File: config.mk
export PLATFORM = sky130hd
export DESIGN_NAME = skew_feeder
export DESIGN_NICKNAME = d
export VERILOG_FILES = /design/src/rtl/skew_feeder.sv
export SDC_FILE = /design/constraint.sdc
export NUM_CORES = 1
export LEC_CHECK = 0
export BUFFER_PORTS_ARGS = -buffer_cell sky130_fd_sc_hd__buf_2
export CAP_MARGIN = 20
export CORE_MARGIN = 4
export CORE_UTILIZATION = 53
export CTS_BUF_LIST = sky130_fd_sc_hd__clkbuf_2 sky130_fd_sc_hd__clkbuf_4 sky130_fd_sc_hd__clkbuf_8
export DETAILED_ROUTE_END_ITERATION = 12
export GPL_ROUTABILITY_DRIVEN = 1
export GPL_TIMING_DRIVEN = 0
export PLACE_DENSITY = 0.84
export SYNTH_ARGS = -nofsm -noshare
export SYNTH_HDL_FRONTEND = slang
export SYNTH_SLANG_ARGS = --single-unit
export TNS_END_PERCENT = 10
File: constraint.sdc
create_clock -name clk -period 4.1 [get_ports clk]
set_clock_uncertainty 0.1 [all_clocks]
set_input_delay 0.82 -clock clk [delete_from_list [all_inputs] [get_ports clk]]
set_output_delay 0.82 -clock clk [all_outputs]
set_load 0.05 [all_outputs]
File: src/rtl/skew_feeder.sv
// -----------------------------------------------------------------------------
// skew_feeder
//   Drains `len` words from each of ROWS operand FIFOs in diagonal order so
//   that row r starts r steps after row 0, then presents the words at the
//   systolic-array edge. If any active row's FIFO is empty, the whole step
//   stalls so that the diagonal alignment is kept.
//
// Ports
//   clk         system clock (rising edge)
//   rst         synchronous active-high reset
//   start       launch pulse, sampled only in IDLE
//   len         words per row, captured with an accepted start
//   fifo_empty  per-row FIFO empty flags
//   fifo_data   per-row FIFO read data, valid one cycle after its read enable
//   fifo_r_en   per-row FIFO read enables (combinational)
//   a_out       per-row data to the array edge, zero when the lane is invalid
//   a_valid     per-row valid, read enable delayed by the FIFO latency
//   a_en        array advance enable, high one cycle after a fired step
//   busy        high in RUN and DRAIN
//   done        one-cycle completion pulse (the DRAIN cycle)
// -----------------------------------------------------------------------------

// Per-row lane: decides whether this row takes part in step t and gates the
// edge data with its valid bit.
module skew_feeder_lane #(
   parameter int ROW   = 0,
   parameter int WIDTH = 8,
   parameter int LEN_W = 8,
   parameter int T_W   = 11
) (
   input  logic [T_W-1:0]   i_t,
   input  logic [LEN_W-1:0] i_len,
   input  logic             i_valid,
   input  logic [WIDTH-1:0] i_data,
   output logic             o_active,
   output logic [WIDTH-1:0] o_data
);
   localparam logic [T_W-1:0] C_ROW = T_W'(ROW);

   logic [T_W-1:0] w_end;

   // Row is active for r <= t < r+len; T_W is wide enough that r+len never wraps.
   assign w_end    = C_ROW + T_W'(i_len);
   assign o_active = (i_t >= C_ROW) && (i_t < w_end);
   assign o_data   = i_valid ? i_data : '0;
endmodule

module skew_feeder #(
   parameter int ROWS  = 4,
   parameter int WIDTH = 8,
   parameter int LEN_W = 8
) (
   input  logic                  clk,
   input  logic                  rst,
   input  logic                  start,
   input  logic [LEN_W-1:0]      len,
   input  logic [ROWS-1:0]       fifo_empty,
   input  logic [ROWS*WIDTH-1:0] fifo_data,
   output logic [ROWS-1:0]       fifo_r_en,
   output logic [ROWS*WIDTH-1:0] a_out,
   output logic [ROWS-1:0]       a_valid,
   output logic                  a_en,
   output logic                  busy,
   output logic                  done
);
   localparam int T_W = LEN_W + $clog2(ROWS) + 1;

   localparam logic [1:0] S_IDLE  = 2'd0;
   localparam logic [1:0] S_RUN   = 2'd1;
   localparam logic [1:0] S_DRAIN = 2'd2;

   logic [1:0]       r_state;
   logic [LEN_W-1:0] r_len;
   logic [T_W-1:0]   r_t;
   logic [ROWS-1:0]  r_a_valid;
   logic             r_a_en;

   logic [ROWS-1:0]  w_active;
   logic             w_step_ok;
   logic             w_fire;
   logic             w_last;
   logic [T_W-1:0]   w_last_t;

   genvar g;
   generate
      for (g = 0; g < ROWS; g++) begin : g_lane
         skew_feeder_lane #(
            .ROW   (g),
            .WIDTH (WIDTH),
            .LEN_W (LEN_W),
            .T_W   (T_W)
         ) u_lane (
            .i_t      (r_t),
            .i_len    (r_len),
            .i_valid  (r_a_valid[g]),
            .i_data   (fifo_data[g*WIDTH +: WIDTH]),
            .o_active (w_active[g]),
            .o_data   (a_out[g*WIDTH +: WIDTH])
         );
      end
   endgenerate

   // A step fires only if every participating row has data; otherwise all
   // rows hold together.
   assign w_step_ok = ~|(fifo_empty & w_active);
   assign w_fire    = (r_state == S_RUN) && w_step_ok;

   // Reads are suppressed during reset so an aborted run never pops a FIFO.
   assign fifo_r_en = (w_fire && !rst) ? w_active : '0;

   // Final step index len+ROWS-2, evaluated at full counter width.
   assign w_last_t = T_W'(r_len) + T_W'(ROWS) - T_W'(2);
   assign w_last   = (r_t == w_last_t);

   always_ff @(posedge clk) begin
      if (rst) begin
         r_state   <= S_IDLE;
         r_len     <= '0;
         r_t       <= '0;
         r_a_valid <= '0;
         r_a_en    <= 1'b0;
      end else begin
         r_a_valid <= fifo_r_en;
         r_a_en    <= w_fire;
         case (r_state)
            S_IDLE: begin
               if (start) begin
                  r_len   <= len;
                  r_t     <= '0;
                  // Zero-length request skips RUN and completes immediately.
                  r_state <= (len == '0) ? S_DRAIN : S_RUN;
               end
            end
            S_RUN: begin
               if (w_fire) begin
                  if (w_last) r_state <= S_DRAIN;
                  else        r_t     <= r_t + T_W'(1);
               end
            end
            S_DRAIN: r_state <= S_IDLE;
            default: r_state <= S_IDLE;
         endcase
      end
   end

   assign a_valid = r_a_valid;
   assign a_en    = r_a_en;
   assign busy    = (r_state == S_RUN) || (r_state == S_DRAIN);
   assign done    = (r_state == S_DRAIN);
endmodule

### After elaboration in Yosys (flattened, before gate mapping)

Index checks and enable logic that the tools add are counted.

| storage, ports and cells | value |
|---|---|
| register bits | 26 |
| input port bits | 47 |
| output and inout bits | 43 |

| cells by class | value |
|---|---|
| $add $sub $neg | 6 |
| order comparisons | 8 |
| eq/ne operators | 7 |
| multiplexer cells | 14 |
| bitwise gates (word level) | 1 |
| reduce and logical (&&, ||, !) cells | 16 |

Operator list:

| operator | count |
|---|---|
| < comparator 11 bit | 3 |
| two-way mux 11 bit | 3 |
| two-way mux 8 bit | 4 |
| greater-or-equal comparator 11 x 1 -> 1 bit (second input constant) | 2 |
| greater-or-equal comparator 11 x 2 -> 1 bit (second input constant) | 2 |
| case mux 11 bit (2 select lines) | 1 |
| adder 2 x 8 -> 9 bit (first input constant) | 2 |
| adder 11 x 1 -> 11 bit (second input constant) | 1 |
| equality test 11 bit | 1 |
| < comparator 11 x 8 -> 1 bit | 1 |
| subtractor 9 x 2 -> 10 bit (second input constant) | 1 |
| adder 1 x 8 -> 9 bit (first input constant) | 1 |
| adder 8 x 3 -> 9 bit (second input constant) | 1 |
| zero test 8 bit | 1 |
| two-way mux 2 bit | 4 |
| inequality test 2 bit (second input constant) | 4 |
| logical AND 1 bit | 6 |
| bitwise AND 4 bit | 1 |
| two-way mux 4 bit | 1 |
| case mux 2 bit (2 select lines) | 1 |
| AND reduction 4 bit | 1 |
| OR reduction 4 bit | 1 |
| AND reduction 3 bit | 1 |
| equality test 2 x 1 -> 1 bit (second input constant) | 1 |
| other kinds (6) | 7 |

### Longest topological paths before layout

Gate-level depths: netlist (run 1).

| logic depth | value |
|---|---|
| depth after elaboration | 9 |
| gate-level depth with buffers | 15 |

### By module

A second synthesis (run 1) with hierarchy kept.

| second synthesis, totals | value |
|---|---|
| cells, all modules | 366 |
| area total of the unflattened synthesis | 2862.7 sq um |

By module, submodules not included:

| module | instances | cells an instance | area an instance (sq um) | seq. area each (sq um) |
|---|---|---|---|---|
| skew_feeder | 1 | 190 | 1532.7 | 520.5 |
| skew_feeder_lane at g_lane[3].u_lane | 1 | 49 | 365.4 | 0.0 |
| skew_feeder_lane at g_lane[1].u_lane | 1 | 48 | 355.3 | 0.0 |
| skew_feeder_lane at g_lane[2].u_lane | 1 | 45 | 351.6 | 0.0 |
| skew_feeder_lane at g_lane[0].u_lane | 1 | 34 | 257.7 | 0.0 |

### Worst setup path before layout (run 1)

OpenSTA, ideal clock, no wires.

| timing path | value |
|---|---|
| path kind | register to output |
| from | register r_len[2] |
| to | output port fifo_r_en[3] |
| arrival | 3.932 ns |
| slack | -0.752 ns |
| cell stages (with the launch flop) | 15 |
| buffers on the path | 3 |
| path through | dfxtp_1 clkbuf_1 inv_1 nor4_1 xnor2_1 ha_1 and4_1 a21boi_0 o21ai_0 o2111a_1 or3_1 buf_2 nand2b_1 clkbuf_1 a211oi_1 |

| on the way | value |
|---|---|
| word-level cells in the longest chain between the ends | 9 |
| elaborated cells on any way between the ends | 17 |
| those cells by class | add/sub: 3; order compare: 4; mux: 1; bitwise: 1; reduce/logical: 8 |

RTL lines:

| element | line | RTL |
|---|---|---|
| start, declared | 73 | `logic [LEN_W-1:0] r_len;` |
| start signal, assigned | 128 | `r_len <= len;` |
| adder 1 x 8 -> 9 bit / adder 2 x 8 -> 9 bit (equally long branches) | 43 | `assign w_end = C_ROW + T_W'(i_len);` |
| < comparator 11 bit | 44 | `assign o_active = (i_t >= C_ROW) && (i_t < w_end);` |
| logical AND 1 bit | 44 |  |
| bitwise AND 4 bit | 105 | `assign w_step_ok = ~\|(fifo_empty & w_active);` |
| OR reduction 4 bit | 105 |  |
| zero test 1 bit | 105 |  |
| logical AND 1 bit | 106 | `assign w_fire = (r_state == S_RUN) && w_step_ok;` |
| logical AND 1 bit | 109 | `assign fifo_r_en = (w_fire && !rst) ? w_active : '0;` |
| two-way mux 4 bit * | 109 |  |
| end, declared | 59 | `output logic [ROWS-1:0] fifo_r_en,` |

Every way passes the cells marked *; elsewhere a longest branch is shown, timed or not.

### Worst setup path after layout (run 1)

| timing path | value |
|---|---|
| from | register r_len[1] |
| to | output port fifo_r_en[3] |

Same word-level chain as after synthesis.

==> key figures, run 1 <==
Finish
  – Area growth from synthesis to layout: 37.5%
  – Cell area after layout: 3600 µm²
  – Final cell count without fillers: 520
  – Ant diodes: 0
  – Filler instances: 367
  – Nets: 544
  – Layout cells sized above 1: 34.2%

GRT
  – First-pass GRT wire length: 12700 µm
  – Largest net degree at the start of global routing: 16
  – GR Util met2: 49.1%
  – Met1 usage: 28.2%
  – Grt peak-use layer: met2
  – Tot GR Track Use: 25.2%
  – Initial antenna violation count: 0
  – Global Route met3 Usage: 4.82%
  – GRT Residual Overflow: 0
  – Vias in the first global route: 2752

Die
  – Chip width: 78.2 µm
  – Die Span Y: 78.2 µm
  – Cell Rows: 25
  – Starting Density: 55.0%
  – I/O Pins: 90
  – Die ar.: 6120 µm²
  – Placeable Area: 4750 µm²

Synth
  – Post-synthesis cell count: 344
  – Count leader, synth: nand2_1
  – Synth top area share: 20.6%
  – Sequential fraction of the synthesis area: 19.9%
  – Post-Syn Area: 2620 µm²
  – EDFF count, synth: 0
  – Warnings, synthesis: 0
  – Post-synth top cells: nand2_1, ha_1, and2_1
  – Syn Nets: 434
  – #FFs+latches synth: 26
  – Synth area leader: ha_1
  – Main synth FF type: dfxtp_1
  – Largest cells by area after synthesis: ha_1, dfxtp_1, and2_1
  – Yosys cell types: 41
  – Ys async rst share: 0%
  – Mean Syn Cell Area: 7.60 µm²

Routing
  – Final ANT Viol Nets: 0
  – Routed wire length: 8040 µm
  – DRC: 0
  – Vias/cell: 5.58
  – Drt pass-1 iters: 4
  – Total number of vias: 2903
  – Iteration-0 DRC Markers: 236
  – Wire per inst: 15.5 µm

Timing
  – Final min period: 4080 ps
  – Count of final hold-check violations: 0
  – Worst slew margin: 59.4%
  – Worst Tran Pin Value: 602 ps
  – RSZ-0062 raised after global routing: yes
  – Final setup viols: 0
  – Slew Viols, Final: 0
  – Peak Freq: 245 MHz
  – Period utilisation layout: 99.5%

Place
  – IO Port Bufs: 89
  – Cell area after placement: 3190 µm²
  – DPL Wire Length: 6060 µm
  – Global placement routability congestion: 0.934
  – Dpl cells: 500

CTS
  – Clock Latency Late Sink: 270 ps
  – Max clock buf depth: 2
  – CTS tree: built
  – H-tree depth: 1
  – Num Clock Sinks: 26
  – Clk pin slew, worst setup/hold paths: 90 ps
  – CTS Hold Buffers Added: 0
  – CTS buffer count: 3
  – Root Buffer: clkbuf_8

Power
  – Leakage: 1.67 nW
  – Psw: 0.543 mW
  – Clk network pwr share: 17.5%
  – Pwr per Cell Area: 342 nW/µm²
  – Power Internal: 0.685 mW
  – VDD IR-drop max: 345 µV
  – Reg power frac: 26.6%
  – Combinational power share: 55.9%
  – Sw frac: 44.2%

Worst setup path
  – Worst Path Max Fanout: 6
  – Cell repeated most along the worst path: ha_1
  – Req. time, crit path: 3180 ps
  – CP delay by family, top: simple AND/OR/NAND/NOR gates
  – Bufs and invs on worst path: 1
  – R2R Path Start: r_len[1]
  – CP max stage cell: dfxtp_4
  – Worst R2R End: r_t[2]
  – Crit. Startpoint: r_len[1]
  – Setup slack, reg-to-reg: 760 ps
  – CP max stage delay: 410 ps
  – Cells along the critical path: ha_1, nand3_2, or3_1, ha_1, and3_1, o31a_1, o32ai_4, or3_4, nand2b_4, a211oi_4, buf_6
  – WP depth: 11
  – CP startpoint kind: flip-flop
  – CP endpoint kind: output port
  – FF-to-FF path depth: 15
  – Crit path capture: fifo_r_en[3]
  – Worst Path Arrival: 3160 ps
  – Setup Crit Path Kind: reg -> out

Worst hold path
  – Worst Hold Path Cells: 2
  – Min-Delay Path Class: reg -> reg
  – Worst Hold Launch: r_len[5]

Flow run
  – Max-cap violations: 0

Outcome
  – Run status: complete, no violations
layout by cell type, fill, tap and decap left out, types with 3 or more instances in the layout:
| master | Yosys | final |
|---|---|---|
| a211oi_1 | 6 | 5 |
| a21oi_1 | 25 | 22 |
| and2_1 | 33 | 33 |
| and3_1 | 6 | 6 |
| buf_2 | 1 | 85 |
| buf_4 | 4 | 23 |
| buf_6 | 1 | 7 |
| clkbuf_1 | 9 | 3 |
| clkbuf_8 | 0 | 4 |
| dfxtp_1 | 26 | 19 |
| dfxtp_2 | 0 | 3 |
| dfxtp_4 | 0 | 4 |
| ha_1 | 43 | 40 |
| ha_4 | 0 | 3 |
| inv_1 | 18 | 15 |
| nand2_1 | 45 | 44 |
| nand2b_1 | 5 | 4 |
| nand3_1 | 17 | 16 |
| nand3b_1 | 4 | 4 |
| nand4_1 | 5 | 5 |
| nor2_1 | 16 | 12 |
| nor2_2 | 0 | 4 |
| nor3_1 | 7 | 5 |
| nor4_1 | 5 | 4 |
| o211ai_1 | 10 | 10 |
| o21ai_0 | 9 | 8 |
| or3_1 | 6 | 5 |
| or4_1 | 3 | 3 |
| xnor2_1 | 16 | 16 |
routing by layer:
layer	wire [µm]	share of wire, %
met1	3190	40
met2	4090	51
met3	671	8.3
met4	92	1.1
met5	0	0
repair_timing:
item                       in CTS  in global routing
buffers inserted               12                  9
resized for setup              35                 21
setup endpoints to repair       4                  4
pin swaps                      15                 23
state kept, by name (all words and copies together), names as in the netlist:
name,count
a_valid,4
r_state,2
r_t,11
r_len,8
a_en,1
power by group through the flow:
stage	clock [mW]	combinational, mW	sequential (mW)
2_1_floorplan	0	0.439	0.314
3_3_place_gp	0	0.564	0.312
3_5_place_dp	0	0.577	0.314
4_1_cts	0.216	0.635	0.321
5_1_grt	0.229	0.750	0.333
6_report	0.215	0.686	0.327
cell families after synthesis:
group / count (synthesis) / synth area share [%]
muxes: 1 / 0.383
DFF: 26 / 19.9
buffers and inverters: 33 / 5.65
AOI/OAI and AO/OA: 64 / 15.3
and+or+nand+nor: 160 / 32.5
adders and majority gates: 43 / 20.6
xor gates and xnor gates: 17 / 5.69
metrics by stage:
step	hold slack, ps	TNS, ps	power (mW)	utilization, %	worst slack [ps]
after CTS	403	-2.80	1.17	72.5	-2.80
final	402	0	1.23	75.6	21.5
after floorplan	369	0	0.753	-	8.82
after detailed placement	398	-1070	0.891	67.1	-372
after global placement	387	-883	0.875	67.1	-331
after global routing	425	-163	1.31	75.6	-113
worst min-delay path by stage:
stage	end	slack, ps
2_1_floorplan	r_state[0]	370
3_3_place_gp	r_state[0]	390
3_5_place_dp	r_t[10]	400
4_1_cts	r_len[5]	400
5_1_grt	r_len[5]	420
6_report	r_len[5]	400
worst register-to-register path: stages (launching register included):
cell	delay, ps
dfxtp_4	410
inv_4	60
ha_4	180
nor3_4	170
xnor2_1	140
ha_1	300
buf_6	140
a21oi_2	100
nand3_1	100
o211a_1	290
o32ai_4	300
or3_4	180
buf_4	130
clkbuf_1	350
o211ai_1	160
a31oi_1	170
layout make-up:
class	count	area, µm²	area share [%]
inverter	18	70.1	1.95
buffer	10	81.3	2.26
clock inverter	1	30.0	0.835
timing repair buffer	110	636	17.7
clock buffer	3	41.3	1.15
sequential	26	539	15.0
tap	67	83.8	2.33
multi-input combinational	285	2110	58.8
(Power assumes the default switching activity.)
==> inputs of run 2 (changes only) <==
clock period = 3.8 ns   (was 4.1 ns; I/O delays follow)
==> run 2 against run 1 <==
The run now ends with negative setup slack left. Sequential power grew 6%. Count of clock-buffer cells in the layout is the same. First-iteration DRC count shrank 28%. Critical path type unchanged. Largest cell class unchanged. Highest routed layer unchanged.
==> key figures, run 2 (synthesis gave the netlist of run 1 again) <==
Timing
  – Setup tns final: -881 ps
  – Worst slew margin: 58.1%
  – Slew Viols, Final: 0
  – Peak Freq: 246 MHz
  – RSZ-0062 raised after global routing: yes
  – Worst Tran Pin Value: 622 ps
  – Count of final hold-check violations: 0
  – Final min period: 4060 ps
  – Post-route setup slack: -264 ps
  – Period utilisation layout: 107%
  – Final setup viols: 4

Worst setup path
  – Cell repeated most along the worst path: buf_6
  – CP startpoint kind: flip-flop
  – Setup Crit Path Kind: reg -> out
  – CP delay by family, top: simple AND/OR/NAND/NOR gates
  – Cells along the critical path: buf_6, nand2_4, nor4_4, xnor2_1, ha_1, and4_4, a21boi_4, o21ai_2, o2111a_1, or3_4, nand2b_4, buf_4, nor2_2, buf_6
  – Worst Path Arrival: 3200 ps
  – CP max stage delay: 380 ps
  – CP max stage cell: or3_4
  – Req. time, crit path: 2940 ps
  – Bufs and invs on worst path: 3
  – CP endpoint kind: output port
  – Worst Path Max Fanout: 8

Routing
  – Vias/cell: 5.75
  – DRC: 0
  – Metal2 WL: 3990 µm
  – Top sig layer: met4
  – Routed wire length: 8240 µm
  – Iteration-0 DRC Markers: 170
  – Wire per inst: 15.7 µm
  – Final ANT Viol Nets: 0
  – Total number of vias: 3022
  – Met1 Wirelength: 3120 µm
  – Drt pass-1 iters: 4
  – Routed met3 length: 857 µm

Power
  – Reg power frac: 25.5%
  – Clk network pwr share: 17.3%
  – Power Total: 1.36 mW
  – Sw frac: 44.5%
  – Leakage: 1.69 nW
  – Psw: 0.603 mW
  – Pwr per Cell Area: 372 nW/µm²
  – Combinational power share: 57.2%
  – Power Internal: 0.754 mW
  – VDD IR-drop max: 504 µV

GRT
  – Tot GR Track Use: 25.9%
  – Vias in the first global route: 2912
  – GRT Residual Overflow: 0
  – Largest net degree at the start of global routing: 16
  – Initial antenna violation count: 0
  – First-pass GRT wire length: 12900 µm

Flow run
  – Max-cap violations: 0

Place
  – Cell area after placement: 3300 µm²
  – IO Port Bufs: 89
  – Dpl cells: 500
  – DPL Wire Length: 6030 µm
  – Global placement routability congestion: 0.934

Finish
  – Max reg flops: 11
  – Commonest non-fill, non-tap cells in the layout: buf_2, nand2_1, ha_1
  – Area growth from synthesis to layout: 39.4%
  – Nets: 550
  – Final cell count without fillers: 526
  – Ant diodes: 0
  – Layout cells sized above 1: 35.3%
  – Cell area after layout: 3640 µm²
  – Top reg by flops: r_t
  – Commonest non-fill, non-tap cell in the layout: buf_2

Die
  – Starting Density: 55.0%
  – Cell Rows: 25
  – Die ar.: 6120 µm²
  – I/O Pins: 90
  – Die Span Y: 78.2 µm
  – Chip width: 78.2 µm
  – Placeable Area: 4750 µm²

Outcome
  – Run status: finished with violations
  – Failing checks: negative setup slack

CTS
  – CTS Hold Buffers Added: 0
  – H-tree depth: 1
  – CTS tree: built
  – Max clock buf depth: 2
  – Root Buffer: clkbuf_8
  – Clk pin slew, worst setup/hold paths: 100 ps
  – Clock Latency Late Sink: 280 ps
  – Num Clock Sinks: 26
  – CTS buffer count: 3

Worst hold path
  – Min-Delay Path Class: reg -> reg
[run 2: changes by cell type in the layout (fill, tap and decap cells not counted), sizes merged]
cell | before | now
clkbuf | 7 | 8
buf | 116 | 121
inv | 18 | 17
clkinvlp | 0 | 1
[run 2: power by group through the flow]
stage | Sequential (mW) | Clock [mW] | Combinational (mW)
6_report | 0.346 | 0.235 | 0.777
5_1_grt | 0.351 | 0.245 | 0.839
4_1_cts | 0.343 | 0.233 | 0.730
3_5_place_dp | 0.345 | 0 | 0.665
3_3_place_gp | 0.341 | 0 | 0.645
2_1_floorplan | 0.343 | 0 | 0.512
[run 2: stage by stage]
stage	hold slack (ps)	setup WS, ps	utilization (%)
2_1_floorplan	369	-90.3	-
3_3_place_gp	389	-352	69.4
3_5_place_dp	406	-464	69.4
4_1_cts	413	-124	74.8
5_1_grt	459	-392	76.7
6_report	422	-264	76.7
[run 2: routing by layer]
layer | vias to the layer above | global-route usage [%]
met5 | - | 0
met4 | 0 | 11.0
met3 | 28 | 4.47
met2 | 187 | 48.4
met1 | 1352 | 28.7
li1 | 1455 | -
[run 2: worst reg2reg max path: cells and delay by family, from the launching register on]
kind,cells,cell delay [ps]
XOR/XNOR,1,110
flip-flops,1,330
buffers and inverters,3,520
adder cells (fa/ha/maj),1,330
AO/OA/AOI/OAI,4,570
AND/OR/NAND/NOR,5,1290
[run 2: what timing repair did]
action / 4_1_cts / 5_1_grt
endpoints found under the setup margin: 4 / 4
gates resized for setup: 25 / 9
buffers inserted: 16 / 9
pin swaps: 14 / 5
[run 2: path summary, 6_finish.rpt]
check,depth (start not counted),slack (ps),to,start
max reg2reg,14,420,r_t[6],r_len[4]
min reg2reg,2,420,r_t[10],r_t[10]
min,2,420,r_t[10],r_t[10]
max,14,-260,fifo_r_en[0],r_len[4]
[run 2: final cells by class]
| class | instances | area, µm² |
|---|---|---|
| Inverter | 18 | 73.8 |
| Multi-Input combinational cell | 285 | 2110 |
| Buffer | 12 | 97.6 |
| Tap cell | 67 | 83.8 |
| Clock buffer | 3 | 41.3 |
| Timing Repair Buffer | 114 | 671 |
| Fill cell | 367 | 1110 |
| Clock inverter | 1 | 30.0 |
| Sequential cell | 26 | 538 |
